==> src/rtl/sd_cmd_resp_rx_if.sv <==
// rtl/sd_cmd_resp_rx_if.sv - CMD response receiver bundle; SD_CMD_RESP_RX_R1B_EN adds dat0_i/wait_busy
interface sd_cmd_resp_rx_if;
    logic         bit_en;
    logic         cmd_i;
    logic         start;
    logic         long_resp;
    logic         check_crc;
    logic         busy;
    logic         done;
    logic [5:0]   index;
    logic [119:0] resp;
    logic [6:0]   crc_rx;
    logic         crc_err;
    logic         trans_err;
    logic         end_err;
    logic         timeout_err;
`ifdef SD_CMD_RESP_RX_R1B_EN
    logic         dat0_i;
    logic         wait_busy;

    modport master (
        output bit_en, cmd_i, start, long_resp, check_crc, dat0_i, wait_busy,
        input  busy, done, index, resp, crc_rx, crc_err, trans_err, end_err, timeout_err
    );
    modport slave (
        input  bit_en, cmd_i, start, long_resp, check_crc, dat0_i, wait_busy,
        output busy, done, index, resp, crc_rx, crc_err, trans_err, end_err, timeout_err
    );
`else
    modport master (
        output bit_en, cmd_i, start, long_resp, check_crc,
        input  busy, done, index, resp, crc_rx, crc_err, trans_err, end_err, timeout_err
    );
    modport slave (
        input  bit_en, cmd_i, start, long_resp, check_crc,
        output busy, done, index, resp, crc_rx, crc_err, trans_err, end_err, timeout_err
    );
`endif
endinterface

==> src/rtl/sd_cmd_resp_rx.sv <==
// rtl/sd_cmd_resp_rx.sv - SD CMD line response deserialiser with CRC7 check; optional R1b busy wait under SD_CMD_RESP_RX_R1B_EN
module sd_cmd_resp_rx #(
    parameter int NCR_MAX = 64,
    parameter int TO_W    = 8
) (
    input  logic             clk,
    input  logic             rst,
    sd_cmd_resp_rx_if.slave  bus
);

    typedef enum logic [1:0] {
        S_IDLE,
        S_WAIT,
        S_RECV
`ifdef SD_CMD_RESP_RX_R1B_EN
        , S_BUSYW
`endif
    } state_t;

    localparam logic [TO_W-1:0] NCR_LAST = TO_W'(NCR_MAX - 1);

    state_t          state_q, state_d;
    logic            long_q, chk_q;
    logic [6:0]      crc_q;
    logic [TO_W-1:0] to_cnt;
    logic [7:0]      bit_cnt;
    logic [119:0]    shreg;

    logic            busy_q, done_q;
    logic [5:0]      index_q;
    logic [119:0]    resp_q;
    logic [6:0]      crc_rx_q;
    logic            crc_err_q, trans_err_q, end_err_q, timeout_err_q;

    logic            to_hit, first_bit, last_bit, in_data, in_crc, feed_crc;
    logic            end_to_busyw, finish;

    function automatic logic [6:0] crc7_step(input logic [6:0] c, input logic b);
        logic inv;
        inv = b ^ c[6];
        return {c[5:3], c[2] ^ inv, c[1:0], inv};
    endfunction

    // bit_cnt holds the frame bit index of the next bit to arrive
    assign to_hit    = (to_cnt >= NCR_LAST);
    assign first_bit = (bit_cnt == (long_q ? 8'd134 : 8'd46));
    assign last_bit  = (bit_cnt == 8'd0);
    assign in_crc    = (bit_cnt >= 8'd1) && (bit_cnt <= 8'd7);
    assign in_data   = (bit_cnt >= 8'd8) && (bit_cnt <= (long_q ? 8'd127 : 8'd45));
    assign feed_crc  = (bit_cnt >= 8'd8) && (!long_q || (bit_cnt <= 8'd127));

`ifdef SD_CMD_RESP_RX_R1B_EN
    logic wb_q;
    assign end_to_busyw = wb_q;
`else
    assign end_to_busyw = 1'b0;
`endif

    always_comb begin
        state_d = state_q;
        finish  = 1'b0;
        case (state_q)
            S_IDLE: begin
                if (bus.start) state_d = S_WAIT;
            end
            S_WAIT: begin
                if (bus.bit_en) begin
                    if (!bus.cmd_i) begin
                        state_d = S_RECV;
                    end else if (to_hit) begin
                        state_d = S_IDLE;
                        finish  = 1'b1;
                    end
                end
            end
            S_RECV: begin
                if (bus.bit_en && last_bit) begin
`ifdef SD_CMD_RESP_RX_R1B_EN
                    state_d = end_to_busyw ? S_BUSYW : S_IDLE;
`else
                    state_d = S_IDLE;
`endif
                    finish  = !end_to_busyw;
                end
            end
`ifdef SD_CMD_RESP_RX_R1B_EN
            S_BUSYW: begin
                if (bus.bit_en && bus.dat0_i) begin
                    state_d = S_IDLE;
                    finish  = 1'b1;
                end
            end
`endif
            default: state_d = S_IDLE;
        endcase
    end

    always_ff @(posedge clk) begin
        if (rst) state_q <= S_IDLE;
        else     state_q <= state_d;
    end

    always_ff @(posedge clk) begin
        if (rst) begin
            long_q        <= 1'b0;
            chk_q         <= 1'b0;
            crc_q         <= '0;
            to_cnt        <= '0;
            bit_cnt       <= '0;
            shreg         <= '0;
            busy_q        <= 1'b0;
            done_q        <= 1'b0;
            index_q       <= '0;
            resp_q        <= '0;
            crc_rx_q      <= '0;
            crc_err_q     <= 1'b0;
            trans_err_q   <= 1'b0;
            end_err_q     <= 1'b0;
            timeout_err_q <= 1'b0;
`ifdef SD_CMD_RESP_RX_R1B_EN
            wb_q          <= 1'b0;
`endif
        end else begin
            done_q <= finish;
            if (finish) busy_q <= 1'b0;
            case (state_q)
                S_IDLE: begin
                    if (bus.start) begin
                        long_q        <= bus.long_resp;
                        chk_q         <= bus.check_crc;
`ifdef SD_CMD_RESP_RX_R1B_EN
                        wb_q          <= bus.wait_busy;
`endif
                        crc_q         <= '0;
                        to_cnt        <= '0;
                        shreg         <= '0;
                        busy_q        <= 1'b1;
                        index_q       <= '0;
                        resp_q        <= '0;
                        crc_rx_q      <= '0;
                        crc_err_q     <= 1'b0;
                        trans_err_q   <= 1'b0;
                        end_err_q     <= 1'b0;
                        timeout_err_q <= 1'b0;
                    end
                end
                S_WAIT: begin
                    if (bus.bit_en) begin
                        if (bus.cmd_i) begin
                            if (to_hit)             timeout_err_q <= 1'b1;
                            else if (to_cnt != '1)  to_cnt <= to_cnt + 1'b1;
                        end else begin
                            if (!long_q) crc_q <= crc7_step(crc_q, 1'b0);
                            bit_cnt <= long_q ? 8'd134 : 8'd46;
                        end
                    end
                end
                S_RECV: begin
                    if (bus.bit_en) begin
                        bit_cnt <= bit_cnt - 8'd1;
                        if (feed_crc)  crc_q    <= crc7_step(crc_q, bus.cmd_i);
                        if (in_data)   shreg    <= {shreg[118:0], bus.cmd_i};
                        if (in_crc)    crc_rx_q <= {crc_rx_q[5:0], bus.cmd_i};
                        if (first_bit) trans_err_q <= bus.cmd_i;
                        if (last_bit) begin
                            end_err_q <= ~bus.cmd_i;
                            crc_err_q <= chk_q & (crc_q != crc_rx_q);
                            resp_q    <= long_q ? shreg : {88'b0, shreg[31:0]};
                            index_q   <= long_q ? 6'h3F : shreg[37:32];
                        end
                    end
                end
                default: ;
            endcase
        end
    end

    assign bus.busy        = busy_q;
    assign bus.done        = done_q;
    assign bus.index       = index_q;
    assign bus.resp        = resp_q;
    assign bus.crc_rx      = crc_rx_q;
    assign bus.crc_err     = crc_err_q;
    assign bus.trans_err   = trans_err_q;
    assign bus.end_err     = end_err_q;
    assign bus.timeout_err = timeout_err_q;

endmodule

==> src/flat_wrapper.sv <==
// flat-port wrapper written by rule: the top's interface ports become plain ports
module sd_cmd_resp_rx_flat 
#(
    parameter int NCR_MAX = 64,
    parameter int TO_W    = 8
)
  (clk, rst, bus_bit_en, bus_cmd_i, bus_start, bus_long_resp, bus_check_crc, bus_busy, bus_done, bus_index, bus_resp, bus_crc_rx, bus_crc_err, bus_trans_err, bus_end_err, bus_timeout_err);
  sd_cmd_resp_rx_if bus_i ();
  input  logic clk;
  input  logic rst;
  input wire logic [$bits(bus_i.bit_en)-1:0] bus_bit_en;
  input wire logic [$bits(bus_i.cmd_i)-1:0] bus_cmd_i;
  input wire logic [$bits(bus_i.start)-1:0] bus_start;
  input wire logic [$bits(bus_i.long_resp)-1:0] bus_long_resp;
  input wire logic [$bits(bus_i.check_crc)-1:0] bus_check_crc;
  output wire logic [$bits(bus_i.busy)-1:0] bus_busy;
  output wire logic [$bits(bus_i.done)-1:0] bus_done;
  output wire logic [$bits(bus_i.index)-1:0] bus_index;
  output wire logic [$bits(bus_i.resp)-1:0] bus_resp;
  output wire logic [$bits(bus_i.crc_rx)-1:0] bus_crc_rx;
  output wire logic [$bits(bus_i.crc_err)-1:0] bus_crc_err;
  output wire logic [$bits(bus_i.trans_err)-1:0] bus_trans_err;
  output wire logic [$bits(bus_i.end_err)-1:0] bus_end_err;
  output wire logic [$bits(bus_i.timeout_err)-1:0] bus_timeout_err;
  assign bus_i.bit_en = bus_bit_en;
  assign bus_i.cmd_i = bus_cmd_i;
  assign bus_i.start = bus_start;
  assign bus_i.long_resp = bus_long_resp;
  assign bus_i.check_crc = bus_check_crc;
  assign bus_busy = bus_i.busy;
  assign bus_done = bus_i.done;
  assign bus_index = bus_i.index;
  assign bus_resp = bus_i.resp;
  assign bus_crc_rx = bus_i.crc_rx;
  assign bus_crc_err = bus_i.crc_err;
  assign bus_trans_err = bus_i.trans_err;
  assign bus_end_err = bus_i.end_err;
  assign bus_timeout_err = bus_i.timeout_err;
  sd_cmd_resp_rx #(.NCR_MAX(NCR_MAX), .TO_W(TO_W)) u_core (.clk(clk), .rst(rst), .bus(bus_i));
endmodule
==> config.mk <==
export PLATFORM = sky130hd
export DESIGN_NAME = sd_cmd_resp_rx_flat
export DESIGN_NICKNAME = d
export VERILOG_FILES = /design/src/rtl/sd_cmd_resp_rx_if.sv /design/src/rtl/sd_cmd_resp_rx.sv /design/src/flat_wrapper.sv
export SDC_FILE = /design/constraint.sdc
export NUM_CORES = 1
export LEC_CHECK = 0
export CORE_UTILIZATION = 55
export CTS_CLUSTER_SIZE = 16
export DETAILED_ROUTE_END_ITERATION = 7
export PLACE_DENSITY = 0.8
export SLEW_MARGIN = 30
export SYNTH_ARGS = -nofsm -noshare
export SYNTH_HDL_FRONTEND = slang
export SYNTH_SLANG_ARGS = --single-unit
==> constraint.sdc <==
create_clock -name clk -period 2.8 [get_ports clk]
set_input_delay 0.42 -clock clk [delete_from_list [all_inputs] [get_ports clk]]
set_output_delay 0.42 -clock clk [all_outputs]
set_load 0.005 [all_outputs]
# --- Word-level counts from Yosys, hierarchy flattened ---
# Index checks and enable logic that the tools add are counted.
totals:
  ff_bits: 286
  inputBits: 7
  output_inout_bits: 139
op_classes:
  add_sub_neg: 2
  magnitude_cmp: 6
  n_eq_ne: 21
  n_mux: 63
  bitwise_logic: 5
  n_reduce_logical: 22
ops:
  columns: ["operator", "count"]
  rows:
  - ["120-bit 2-to-1 mux", 6]
  - ["120-bit one-hot mux with 2 select lines", 2]
  - ["8-bit 2-to-1 mux", 9]
  - ["7-bit 2-to-1 mux", 9]
  - ["8-bit one-hot mux with 2 select lines", 2]
  - ["6-bit 2-to-1 mux", 4]
  - ["4-bit AND reduction", 6]
  - ["7-bit one-hot mux with 3 select lines", 1]
  - ["1-bit 2-to-1 mux", 17]
  - ["2-bit by 1-bit != test with 1-bit output (second input constant)", 8]
  - ["2-bit != test (second input constant)", 7]
  - ["7-bit one-hot mux with 2 select lines", 1]
  - ["6-bit one-hot mux with 2 select lines", 1]
  - ["2-bit 2-to-1 mux", 5]
  - ["1-bit one-hot mux with 2 select lines", 5]
  - ["8-bit by 1-bit adder with 8-bit output (second input constant)", 1]
  - ["8-bit equality test", 1]
  - ["8-bit by 1-bit greater-or-equal comparator with 1-bit output (second input constant)", 1]
  - ["8-bit by 4-bit greater-or-equal comparator with 1-bit output (second input constant)", 1]
  - ["8-bit by 6-bit greater-or-equal comparator with 1-bit output (second input constant)", 1]
  - ["8-bit by 3-bit less-or-equal comparator with 1-bit output (second input constant)", 1]
  - ["8-bit by 7-bit less-or-equal comparator with 1-bit output (second input constant)", 1]
  - ["8-bit less-or-equal comparator", 1]
  - ["8-bit logical NOT", 1]
  - ["other kinds (20)", 27]

# --- Depth between registers and ports, before layout ---
# Gate-level depths: netlist of the first run.
logic_depth:
  word_depth: 8
  ltp_mapped: 10

# --- Worst setup path before layout of the first run ---
# OpenSTA, ideal clock, no wires.
synth_timing:
  kind: "register -> register"
  start: "register u_core.long_q"
  end: "register u_core.shreg[56]"
  setup_ns: 0.071
  arrival_time_ns: 2.512
  t_required_ns: 2.729
  setup_slack_ns: 0.218
  stages_incl_launch_ff: 11
  path_buffers: 3
  path_cell_list: "dfxtp_1 -> clkbuf_1 -> inv_1 -> ha_1 -> a311oi_1 -> o21ai_0 -> a221oi_1 -> buf_2 -> clkbuf_1 -> nand3_1 -> a21oi_1"
synth_via:
  elab_chain_cells: 5
synth_rtl:
  columns: ["item", "line", "text"]
  rows:
  - ["from (decl)", "sd_cmd_resp_rx.sv:23", "logic long_q, chk_q;"]
  - ["from (signal assigned)", "sd_cmd_resp_rx.sv:129", "long_q <= bus.long_resp;"]
  - ["7-bit 2-to-1 mux", "sd_cmd_resp_rx.sv:49", "assign in_data = (bit_cnt >= 8'd8) && (bit_cnt <= (long_q ? 8'd127 : 8'd45));"]
  - ["8-bit less-or-equal comparator", "sd_cmd_resp_rx.sv:49", null]
  - ["1-bit logical AND", "sd_cmd_resp_rx.sv:49", null]
  - ["2-bit by 1-bit != test with 1-bit output (no source line)", null, null]
  - ["4-bit AND reduction (no source line)", null, null]
  - ["to (signal assigned)", "sd_cmd_resp_rx.sv:162", "if (in_data) shreg <= {shreg[118:0], bus.cmd_i};"]
  - ["to (decl)", "sd_cmd_resp_rx.sv:27", "logic [119:0] shreg;"]
# No other way between the ends.
# A chain may end at the register's enable or synchronous reset.

# --- Worst setup path in the final report of the first run ---
layout_timing:
  start: "register u_core.state_q[0]"
  end: "register u_core.shreg[118]"
layout_via:
  elab_chain_cells: 3
  word_cells_on_any_way: 8
layout_rtl:
  columns: ["item", "line", "text"]
  rows:
  - ["from (decl)", "sd_cmd_resp_rx.sv:22", "state_t state_q, state_d;"]
  - ["from (signal assigned)", "sd_cmd_resp_rx.sv:100", "else state_q <= state_d;"]
  - ["2-bit equality test / 2-bit logical NOT (equally long branches)", "sd_cmd_resp_rx.sv:126", "case (state_q)"]
  - ["2-bit by 1-bit != test with 1-bit output (no source line), or another cell as far along", null, null]
  - ["4-bit AND reduction (no source line)", null, null]
# Several ways; a longest one is shown, not always the timed one.

==> key figures, run 1 <==
STA
  – Unrepaired setup endpoints after global routing: no
  – Least-Margin Pin Slew: roughly 900 ps
  – Setup-failing EPs final: 0
  – Hold Fails Final Rpt: 0
  – Period utilization: 93.1%
  – Post-Route Setup TNS: 0 ps
  – Max-slew violations: 0
  – Max frequency: 383 MHz
  – Slew margin rel.: 39.9%
  – Minimum clock period: 2610 ps
  – Clock skew: 10.4 ps

Detailed routing
  – Routed wire length: 25.8 mm
  – TritonRoute pass-1 iters: 5
  – DRC violations left: 0
  – Vias: roughly 9900
  – DRT iter0 DRCs: 823
  – Post-DRT Antenna Nets: 0
  – Via density: about 5.6
  – Drt wl/cell: 14.8 um

Global routing
  – Number of global-route vias before repair: between 8000 and 9000
  – GRT overflow: 0
  – Initial antenna violation count: 0
  – First-pass GRT wire length: 42.3 mm
  – Total GRT Usage: 24.6%
  – Pin count of the biggest net entering global routing: 123

Finish
  – Antenna diodes: 0
  – Register area: 5730 um2
  – Area grow syn2layout: 22.5%
  – Nets: 1482
  – Most frequent cells in the layout: nand2_1 (286), dfxtp_1 (286), a21oi_1 (264)
  – Fill cell count: 1607
  – Multi-input logic area: 4840 um2
  – Layout cells sized above 1: 6.28%
  – Final instance area: 13700 um2

Outcome
  – Outcome: completed

Clock network
  – Clk root buf: clkbuf_16
  – Worst skew pair latency: ~540 ps
  – CTS H-tree lvls: 1
  – CTS buffer count: 28
  – Cts hold-fix bufs: 0
  – Reg clk slew, reported paths: 70 ps
  – CTS Buffer Depth: 3
  – Post-CTS repair timing setup buffer count: 0
  – CTS sink count: roughly 290
  – CTS tree: yes
  – CTS resizes: 0

Setup path
  – Slowest cell on the critical path: a221o_4
  – Worst path arrival time: roughly 3000 ps
  – Worst R2R Start: u_core.state_q[0]
  – Cells along the critical path: inv_1 > ha_1 > nand2b_1 > o211ai_1 > a221o_4 > buf_12 > nand2_1 > a21oi_1
  – Slowest stage delay, CP: 440 ps
  – CP startpoint: u_core.state_q[0]
  – CP Capture Type: register
  – R2R setup slack: 190 ps
  – CP startpoint kind: register
  – CP Max Fanout: 120
  – Crit path kind: reg2reg
  – Worst reg2reg path depth: 8
  – Data required, critical path: 3200 ps

Yosys
  – Number of synthesized flops with an enable pin: 0
  – Post-synthesis cell count: 1387
  – Post-Syn Area per Cell: 8.06 um2
  – Post-Syn Nets: 1407
  – Synth unique cells: 50
  – Netlist Area Pre-Place: between 10000 and 15000 um2
  – Ys flop type: dfxtp_1
  – Post-synth ARST share: 0%
  – Synth warnings: 0
  – Register bit total from synthesis: 286
  – Register area share after synthesis: about 51%

Placed design
  – Hpwl dp: roughly 15 mm
  – Port Buffer Count: 145
  – Placed Area: between 10000 and 15000 um2
  – Gpl congestion: 0.803

Power
  – PD cells: 696 nW/um2
  – Peak VDD IR: roughly 0.49 mV
  – Leakage: between 4 and 5 nW
  – Total power: 9.52 mW

Floorplanning
  – Die Wd: 145 um
  – I/O pin cnt: about 150
  – Die Ht: about 140 um
  – Starting density of the core: 56.7%
  – Std-Cell Rows: 51
  – Die ar.: 20900 um2
  – Core box area: 19700 um2

Worst hold path
  – HP Start: rst
  – Hold/Removal Path Class: in2reg
  – Hold Path Stages: 2

Flow run
  – Max-cap violations: 0
## cell families (layout without fill, tap and decap cells)
family,Yosys count,count (layout),share of synthesized area [%]
simple gates,618,618,25.0
compound gates,313,313,15.3
xor+xnor,13,13,1.02
mux,2,2,0.179
fa+ha+maj,13,13,1.46
flops,286,286,51.2
buf+inv,142,237,5.89
## metal layers
metal / vias to the layer above / GRT usage, % / wire (um)
met5: - / 0 / 0
met4: 0 / 8.31 / 609
met3: 42 / 4.24 / 1540
met2: 282 / 37.8 / 11900
met1: 4625 / 34.6 / 11800
li1: 4902 / - / -
## power breakdown
part | leakage, nW | total [mW] | internal, mW | switching (mW)
Combinational | 1.65 | 1.67 | 0.445 | 1.23
Sequential | 2.30 | 4.16 | 4.10 | 0.0578
Clock | 0.456 | 3.69 | 2.14 | 1.55
## synthesized netlist by cell type (2+ instances only)
cell	count	area share (%)
buf_6	13	1.3
nand4_1	10	0.56
dfxtp_1	286	51
nor3_1	6	0.27
buf_2	19	0.85
o31ai_1	3	0.20
a31o_2	6	0.47
a22oi_1	2	0.13
nor2b_1	4	0.22
buf_1	9	0.30
nor2_1	23	0.77
o21a_1	2	0.13
a41o_1	2	0.18
xor2_1	7	0.55
xnor2_1	6	0.47
a311oi_1	2	0.16
and2_0	2	0.11
inv_1	11	0.37
a21oi_1	264	12
nand3_1	257	12
mux2i_1	2	0.18
o21ai_0	11	0.49
and2_1	4	0.22
o211ai_1	10	0.67
or4_1	2	0.13
nand4b_1	2	0.16
a31oi_1	2	0.11
nand2_1	286	9.6
ha_1	13	1.5
nand2b_1	8	0.45
nor3b_1	3	0.20
nor4_1	4	0.22
clkbuf_1	89	3.0
## per-stage QoR
step                hold slack [ps]  worst slack, ps  std cells  utilization (%)
floorplan                       431              218       1387                -
global placement                438              150       1693             64.6
detailed placement              444             52.6       1693             64.6
CTS                             116              190       1743             69.2
global route                    134             30.0       1747             69.4
finish                          134              192       1747             69.4
## layout make-up
cell class	instances	share of cell area, %
tap	265	2.42
timing repair buffer	176	13.4
clock inverter	10	0.649
clock buffer	40	6.03
inverter	11	0.302
sequential	286	41.8
multi-input combinational	959	35.4
## worst max-delay path, delay by kind of cell, from the launching register on
family | cells | cell delay [ps]
flip-flops | 1 | 390
adder cells (fa/ha/maj) | 1 | 310
AO/OA/AOI/OAI | 3 | 840
buffers and inverters | 2 | 320
AND/OR/NAND/NOR | 2 | 440
## worst paths after layout
path / end
hold / removal: u_core.bus.timeout_err
hold reg to reg: u_core.bus.resp[50]
setup reg to reg: u_core.shreg[118]
setup / recovery: u_core.shreg[118]
## sequential cells by signal, summed over array words and instances, names as in the netlist
register,flops
u_core.bus.resp,120
u_core.shreg,120
u_core.bit_cnt,8
u_core.to_cnt,8
u_core.bus.crc_rx,7
u_core.crc_q,7
u_core.bus.index,6
u_core.state_q,2
u_core.bus.busy,1
u_core.bus.crc_err,1
u_core.bus.done,1
u_core.bus.end_err,1
u_core.bus.timeout_err,1
u_core.bus.trans_err,1
u_core.chk_q,1
u_core.long_q,1
Power figures use the tool's default switching activity.
==> run 2: changes to the inputs <==
- CORE_MARGIN: default -> 2
- HOLD_SLACK_MARGIN: default -> 0.05
==> key figures, run 2 (synthesized netlist as in run 1, its figures left out) <==
Outcome
  – Outcome: completed (unchanged)

Detailed routing
  – Via density: 5.66 (was 5.64)
  – TritonRoute pass-1 iters: 5 (unchanged)
  – DRT iter0 DRCs: 837 (was 823)
  – Vias: 9886 (was 9851)
  – Drt wl/cell: 14.8 um (about the same)
  – Routed wire length: 25.9 mm (was 25.8 mm)
  – Post-DRT Antenna Nets: 0 (unchanged)
  – DRC violations left: 0 (unchanged)

Setup path
  – Worst reg2reg path depth: 9 (was 8)
  – CP startpoint kind: register (unchanged)
  – CP startpoint: u_core.state_q[0] (unchanged)
  – CP Capture Point: u_core.shreg[52] (was u_core.shreg[118])
  – Reg2reg end: u_core.shreg[52] (was u_core.shreg[118])
  – R2R setup slack: 290 ps (was 190 ps)
  – CP Capture Type: register (unchanged)
  – Worst path arrival time: 2960 ps (was 3000 ps)
  – Crit path kind: reg2reg (unchanged)
  – CP Max Fanout: 37 (was 120)
  – Data required, critical path: 3250 ps (was 3200 ps)
  – Worst R2R Start: u_core.state_q[0] (unchanged)

Clock network
  – CTS tree: yes (unchanged)
  – Reg clk slew, reported paths: 60 ps (was 70 ps)
  – CTS resizes: 0 (unchanged)
  – CTS buffer count: 28 (unchanged)
  – Post-CTS repair timing setup buffer count: 0 (unchanged)
  – Worst skew pair latency: 530 ps (was 540 ps)
  – Cts hold-fix bufs: 0 (unchanged)
  – Clk root buf: clkbuf_16 (unchanged)
  – CTS Buffer Depth: 3 (unchanged)
  – CTS sink count: 286 (unchanged)
  – CTS H-tree lvls: 1 (unchanged)

Floorplanning
  – Std-Cell Rows: 52 (was 51)
  – Core box area: 20100 um2 (was 19700 um2)
  – Starting density of the core: 55.6% (was 56.7%)
  – I/O pin cnt: 146 (unchanged)
  – Die Wd: 147 um (was 145 um)
  – Die ar.: 21500 um2 (was 20900 um2)
  – Die Ht: 147 um (was 145 um)

STA
  – Max frequency: 398 MHz (was 383 MHz)
  – Final hold slack: 340 ps (was 134 ps)
  – Slew margin rel.: 38.0% (was 39.9%)
  – Hold Fails Final Rpt: 0 (unchanged)
  – Unrepaired setup endpoints after global routing: no (unchanged)
  – Period utilization: 89.7% (was 93.1%)
  – Max-slew violations: 0 (unchanged)
  – Post-Route Setup TNS: 0 ps (unchanged)
  – Minimum clock period: 2510 ps (was 2610 ps)
  – Clock skew: 16.2 ps (was 10.4 ps)
  – Least-Margin Pin Slew: 930 ps (was 901 ps)
  – Setup-failing EPs final: 0 (unchanged)

Finish
  – Final instance area: 13600 um2 (was 13700 um2)
  – Fill cell count: 1627 (was 1607)
  – Cell Count, Final, Fillers Out: 1747 (unchanged)
  – Layout cells sized above 1: 5.75% (was 6.28%)
  – Most frequent cells in the layout: nand2_1 (286), dfxtp_1 (286), a21oi_1 (264) (unchanged)
  – Area grow syn2layout: 22.0% (was 22.5%)
  – Nets: 1479 (was 1482)
  – Antenna diodes: 0 (unchanged)

Global routing
  – Total GRT Usage: 23.2% (was 24.6%)
  – Number of global-route vias before repair: 8946 (was 8661)
  – Pin count of the biggest net entering global routing: 150 (was 123)
  – First-pass GRT wire length: 43.1 mm (was 42.3 mm)
  – Initial antenna violation count: 0 (unchanged)
  – GRT overflow: 0 (unchanged)

Flow run
  – Max-cap violations: 0 (unchanged)

Placed design
  – Hpwl dp: 15.8 mm (was 15.4 mm)
  – Cells after DPL: 1699 (was 1693)
  – Gpl congestion: 0.846 (was 0.803)
  – Placed Area: 12700 um2 (about the same)
  – Port Buffer Count: 145 (unchanged)

Worst hold path
  – Hold/Removal Path Class: in2reg (unchanged)
  – Hold Path Stages: 2 (unchanged)

Power
  – Total power: 9.41 mW (was 9.52 mW)
  – PD cells: 690 nW/um2 (was 696 nW/um2)
  – Leakage: 4.37 nW (was 4.41 nW)
  – Peak VDD IR: 0.490 mV (was 0.494 mV)
[run 2: changes by cell type in the layout (fill, tap and decap cells not counted), sizes merged]
cell	change
clkbuf	+2
clkinv	-4
buf	-3
[run 2: worst min-delay path by stage]
| stage | start | to |
|---|---|---|
| 5_1_grt | rst | u_core.bus.busy |
| 3_5_place_dp | u_core.bus.resp[53] | u_core.bus.resp[53] |
| 4_1_cts | rst | u_core.state_q[0] |
| 3_3_place_gp | u_core.bus.resp[35] | u_core.bus.resp[35] |
| 2_1_floorplan | u_core.to_cnt[7] | u_core.to_cnt[7] |
| 6_report | rst | u_core.state_q[0] |
[run 2: metrics by stage]
step | utilization (%) | setup slack, ps
after floorplan | - | 218
final | 67.8 | 290
after CTS | 67.8 | 277
after global routing | 67.8 | 54.4
after detailed placement | 63.4 | 142
after global placement | 63.4 | 218
[run 2: final cells by class]
class	instances	area [um2]	area share, %
multi-input cells	959	4840	35.5
clock inverters	6	57.6	0.422
well taps	270	338	2.48
clock buffers	42	835	6.12
flip-flops and latches	286	5730	42.0
repair buffers	173	1790	13.1
inverters	11	41.3	0.303
[run 2: routing by layer]
layer / part of all wire, % / GRT usage, %
met5: 0 / 0
met4: 1.9 / 6.70
met3: 5.4 / 3.09
met2: 48 / 38.1
met1: 44 / 32.4
[run 2: worst max-delay path, cell delays in order, from the launching register on]
cell,delay [ps]
dfxtp_1,390
inv_1,120
ha_1,300
nand2b_1,240
o211ai_1,310
a221oi_4,300
buf_12,260
buf_4,220
nand3_1,90
a21oi_1,210
[run 2: power by group]
part / total [mW] / switching [mW] / internal [mW]
sequential: 4.16 / 0.0580 / 4.10
clock: 3.63 / 1.50 / 2.13
combinational: 1.61 / 1.19 / 0.421
total: 9.41 / 2.75 / 6.66
==> run 3: changes to the inputs <==
- CORE_UTILIZATION: 55 -> 50
- PLACE_DENSITY: 0.8 -> 0.75
- clock period: 2.8 -> 2.25 ns (I/O delays scaled with it)
==> key figures, run 3 (synthesized netlist as in run 1, its figures left out) <==
Finish
  – Most frequent cells in the layout: nand2_1 (286), dfxtp_1 (283), nand3_1 (255) (was nand2_1 (286), dfxtp_1 (286), a21oi_1 (264))
  – Cell Count, Final, Fillers Out: 1802 (was 1747)
  – Commonest non-fill, non-tap cell in the layout: nand2_1
  – Layout cells sized above 1: 10.3% (was 5.75%)
  – Nets: 1519 (was 1479)
  – Fill cell count: 1863 (was 1627)
  – Antenna diodes: 0 (unchanged)
  – Area grow syn2layout: 27.8% (was 22.0%)

STA
  – Max frequency: 448 MHz (was 398 MHz)
  – Worst setup margin: 15.5 ps (was 290 ps)
  – Least-Margin Pin Slew: 675 ps (was 930 ps)
  – Max-slew violations: 0 (unchanged)
  – Period utilization: 99.3% (was 89.7%)
  – Setup-failing EPs final: 0 (unchanged)
  – Clock skew: 6.32 ps (was 16.2 ps)
  – Slew margin rel.: 55.0% (was 38.0%)
  – Minimum clock period: 2230 ps (was 2510 ps)
  – Hold Fails Final Rpt: 0 (unchanged)

Clock network
  – Clk root buf: clkbuf_16 (unchanged)
  – CTS buffer count: 29 (was 28)
  – CTS H-tree lvls: 1 (unchanged)
  – CTS tree: yes (unchanged)
  – CTS Buffer Depth: 3 (unchanged)
  – CTS sink count: 286 (unchanged)
  – Reg clk slew, reported paths: 60 ps (about the same)
  – Worst skew pair latency: 540 ps (was 530 ps)

Power
  – Peak VDD IR: 0.580 mV (was 0.490 mV)
  – PD cells: 880 nW/um2 (was 690 nW/um2)
  – Sequential share of power: 41.1% (was 44.2%)
  – Clock Power Share: 38.1% (was 38.6%)
  – Leakage: 4.67 nW (was 4.37 nW)
  – Sw frac: 29.4% (was 29.2%)
  – Comb pwr share: 20.8% (was 17.2%)
  – Internal power: 8.87 mW (was 6.66 mW)
  – Total power: 12.6 mW (was 9.41 mW)
  – Switching power: 3.70 mW (was 2.75 mW)

Placed design
  – Gpl congestion: 0.840 (was 0.846)
  – Hpwl dp: 16.4 mm (was 15.8 mm)
  – Port Buffer Count: 145 (unchanged)
  – Cells after DPL: 1742 (was 1699)
  – Worst slack at placement: -24.1 ps (was 142 ps)

Floorplanning
  – Die Wd: 153 um (was 147 um)
  – Core box area: 21900 um2 (was 20100 um2)
  – Die Ht: 153 um (was 147 um)
  – Std-Cell Rows: 54 (was 52)
  – Starting density of the core: 51.0% (was 55.6%)
  – Die ar.: 23600 um2 (was 21500 um2)
  – I/O pin cnt: 146 (unchanged)

Worst hold path
  – HP Start: rst (unchanged)
  – Hold path endpoint: u_core.long_q (was u_core.state_q[0])
  – Hold/Removal Path Class: in2reg (unchanged)
  – Hold Path Stages: 2 (unchanged)

Detailed routing
  – DRC violations left: 0 (unchanged)
  – Routed wire length: 27.6 mm (was 25.9 mm)
  – DRT iter0 DRCs: 702 (was 837)
  – Via density: 5.61 (was 5.66)
  – Post-DRT Antenna Nets: 0 (unchanged)
  – Vias: 10100 (was 9886)
  – Drt wl/cell: 15.3 um (was 14.8 um)
  – TritonRoute pass-1 iters: 6 (was 5)

Flow run
  – Max-cap violations: 0 (unchanged)

Setup path
  – CP Capture Type: register (unchanged)
  – Crit path kind: reg2reg (unchanged)
  – Worst path arrival time: 2710 ps (was 2960 ps)
  – Worst reg2reg path depth: 7 (was 9)
  – CP Max Fanout: 63 (was 37)
  – Worst R2R Start: u_core.bit_cnt[4] (was u_core.state_q[0])
  – CP startpoint kind: register (unchanged)
  – Data required, critical path: 2720 ps (was 3250 ps)
  – R2R setup slack: 20 ps (was 290 ps)
  – Reg2reg end: u_core.shreg[89] (was u_core.shreg[52])

Global routing
  – First-pass GRT wire length: 45.3 mm (was 43.1 mm)
  – GRT overflow: 0 (unchanged)
  – Number of global-route vias before repair: 9332 (was 8946)
  – Pin count of the biggest net entering global routing: 146 (was 150)
  – Total GRT Usage: 22.2% (was 23.2%)
  – Initial antenna violation count: 0 (unchanged)

Outcome
  – Outcome: completed (unchanged)
==> run 3: power by group through the flow <==
stage | logic (mW) | registers (mW) | clock network (mW)
2_1_floorplan | 1.61 | 5.25 | 0
3_5_place_dp | 2.38 | 5.26 | 0
6_report | 2.61 | 5.16 | 4.79
3_3_place_gp | 2.37 | 5.26 | 0
4_1_cts | 2.40 | 5.15 | 4.89
5_1_grt | 2.82 | 5.17 | 5.07
==> run 3: how the worst max path moves through the flow <==
stage / slack (ps) / start / cells past startpoint / endpoint
global route: -60 / u_core.bit_cnt[4] / 7 / u_core.shreg[89]
global placement: -20 / bus_start / 7 / u_core.to_cnt[0]
detailed placement: -20 / bus_start / 7 / u_core.to_cnt[0]
floorplan: 1 / u_core.state_q[0] / 9 / u_core.to_cnt[0]
CTS: 10 / u_core.long_q / 9 / u_core.shreg[97]
finish: 20 / u_core.bit_cnt[4] / 7 / u_core.shreg[89]
==> run 3: cell type report <==
type	count	area, um2	area share [%]
Sequential cell	286	5730	40.1
Clock buffer	45	896	6.27
Clock inverter	9	73.8	0.517
Tap cell	280	350	2.45
Inverter	11	41.3	0.289
Timing Repair Buffer	212	2240	15.7
Multi-Input combinational cell	959	4940	34.6
==> run 3: metrics by stage <==
step | area [um2] | hold WS [ps] | setup TNS, ps | util, %
2_1_floorplan | 11200 | 431 | 0 | -
3_3_place_gp | 13100 | 438 | -23.8 | 59.8
3_5_place_dp | 13100 | 444 | -24.1 | 59.8
4_1_cts | 14100 | 76.9 | 0 | 64.2
5_1_grt | 14300 | 78.2 | -1490 | 65.2
6_report | 14300 | 96.6 | 0 | 65.2
==> run 3: worst max-delay path, cell delays in order, from the launching register on <==
cell and delay [ps]:
dfxtp_1 370, or4_4 590, nor2_1 250, buf_4 190, a221o_4 190, buf_12 270, nand2_1 120, a21oi_2 160
==> run 3: per-layer routing <==
metal,share of wire (%),up-vias,track usage (%)
met5,0,-,0
met4,2.1,0,5.90
met3,5.7,45,3.33
met2,48,284,37.1
met1,45,4801,30.3
li1,-,4979,-
==> run 3: what timing repair did <==
| action | in CTS | in global routing |
|---|---|---|
| hold buffers | 0 | 0 |
| setup endpoints to repair | 0 | 154 |
| resized for setup | 0 | 29 |
| setup buffers | 0 | 1 |
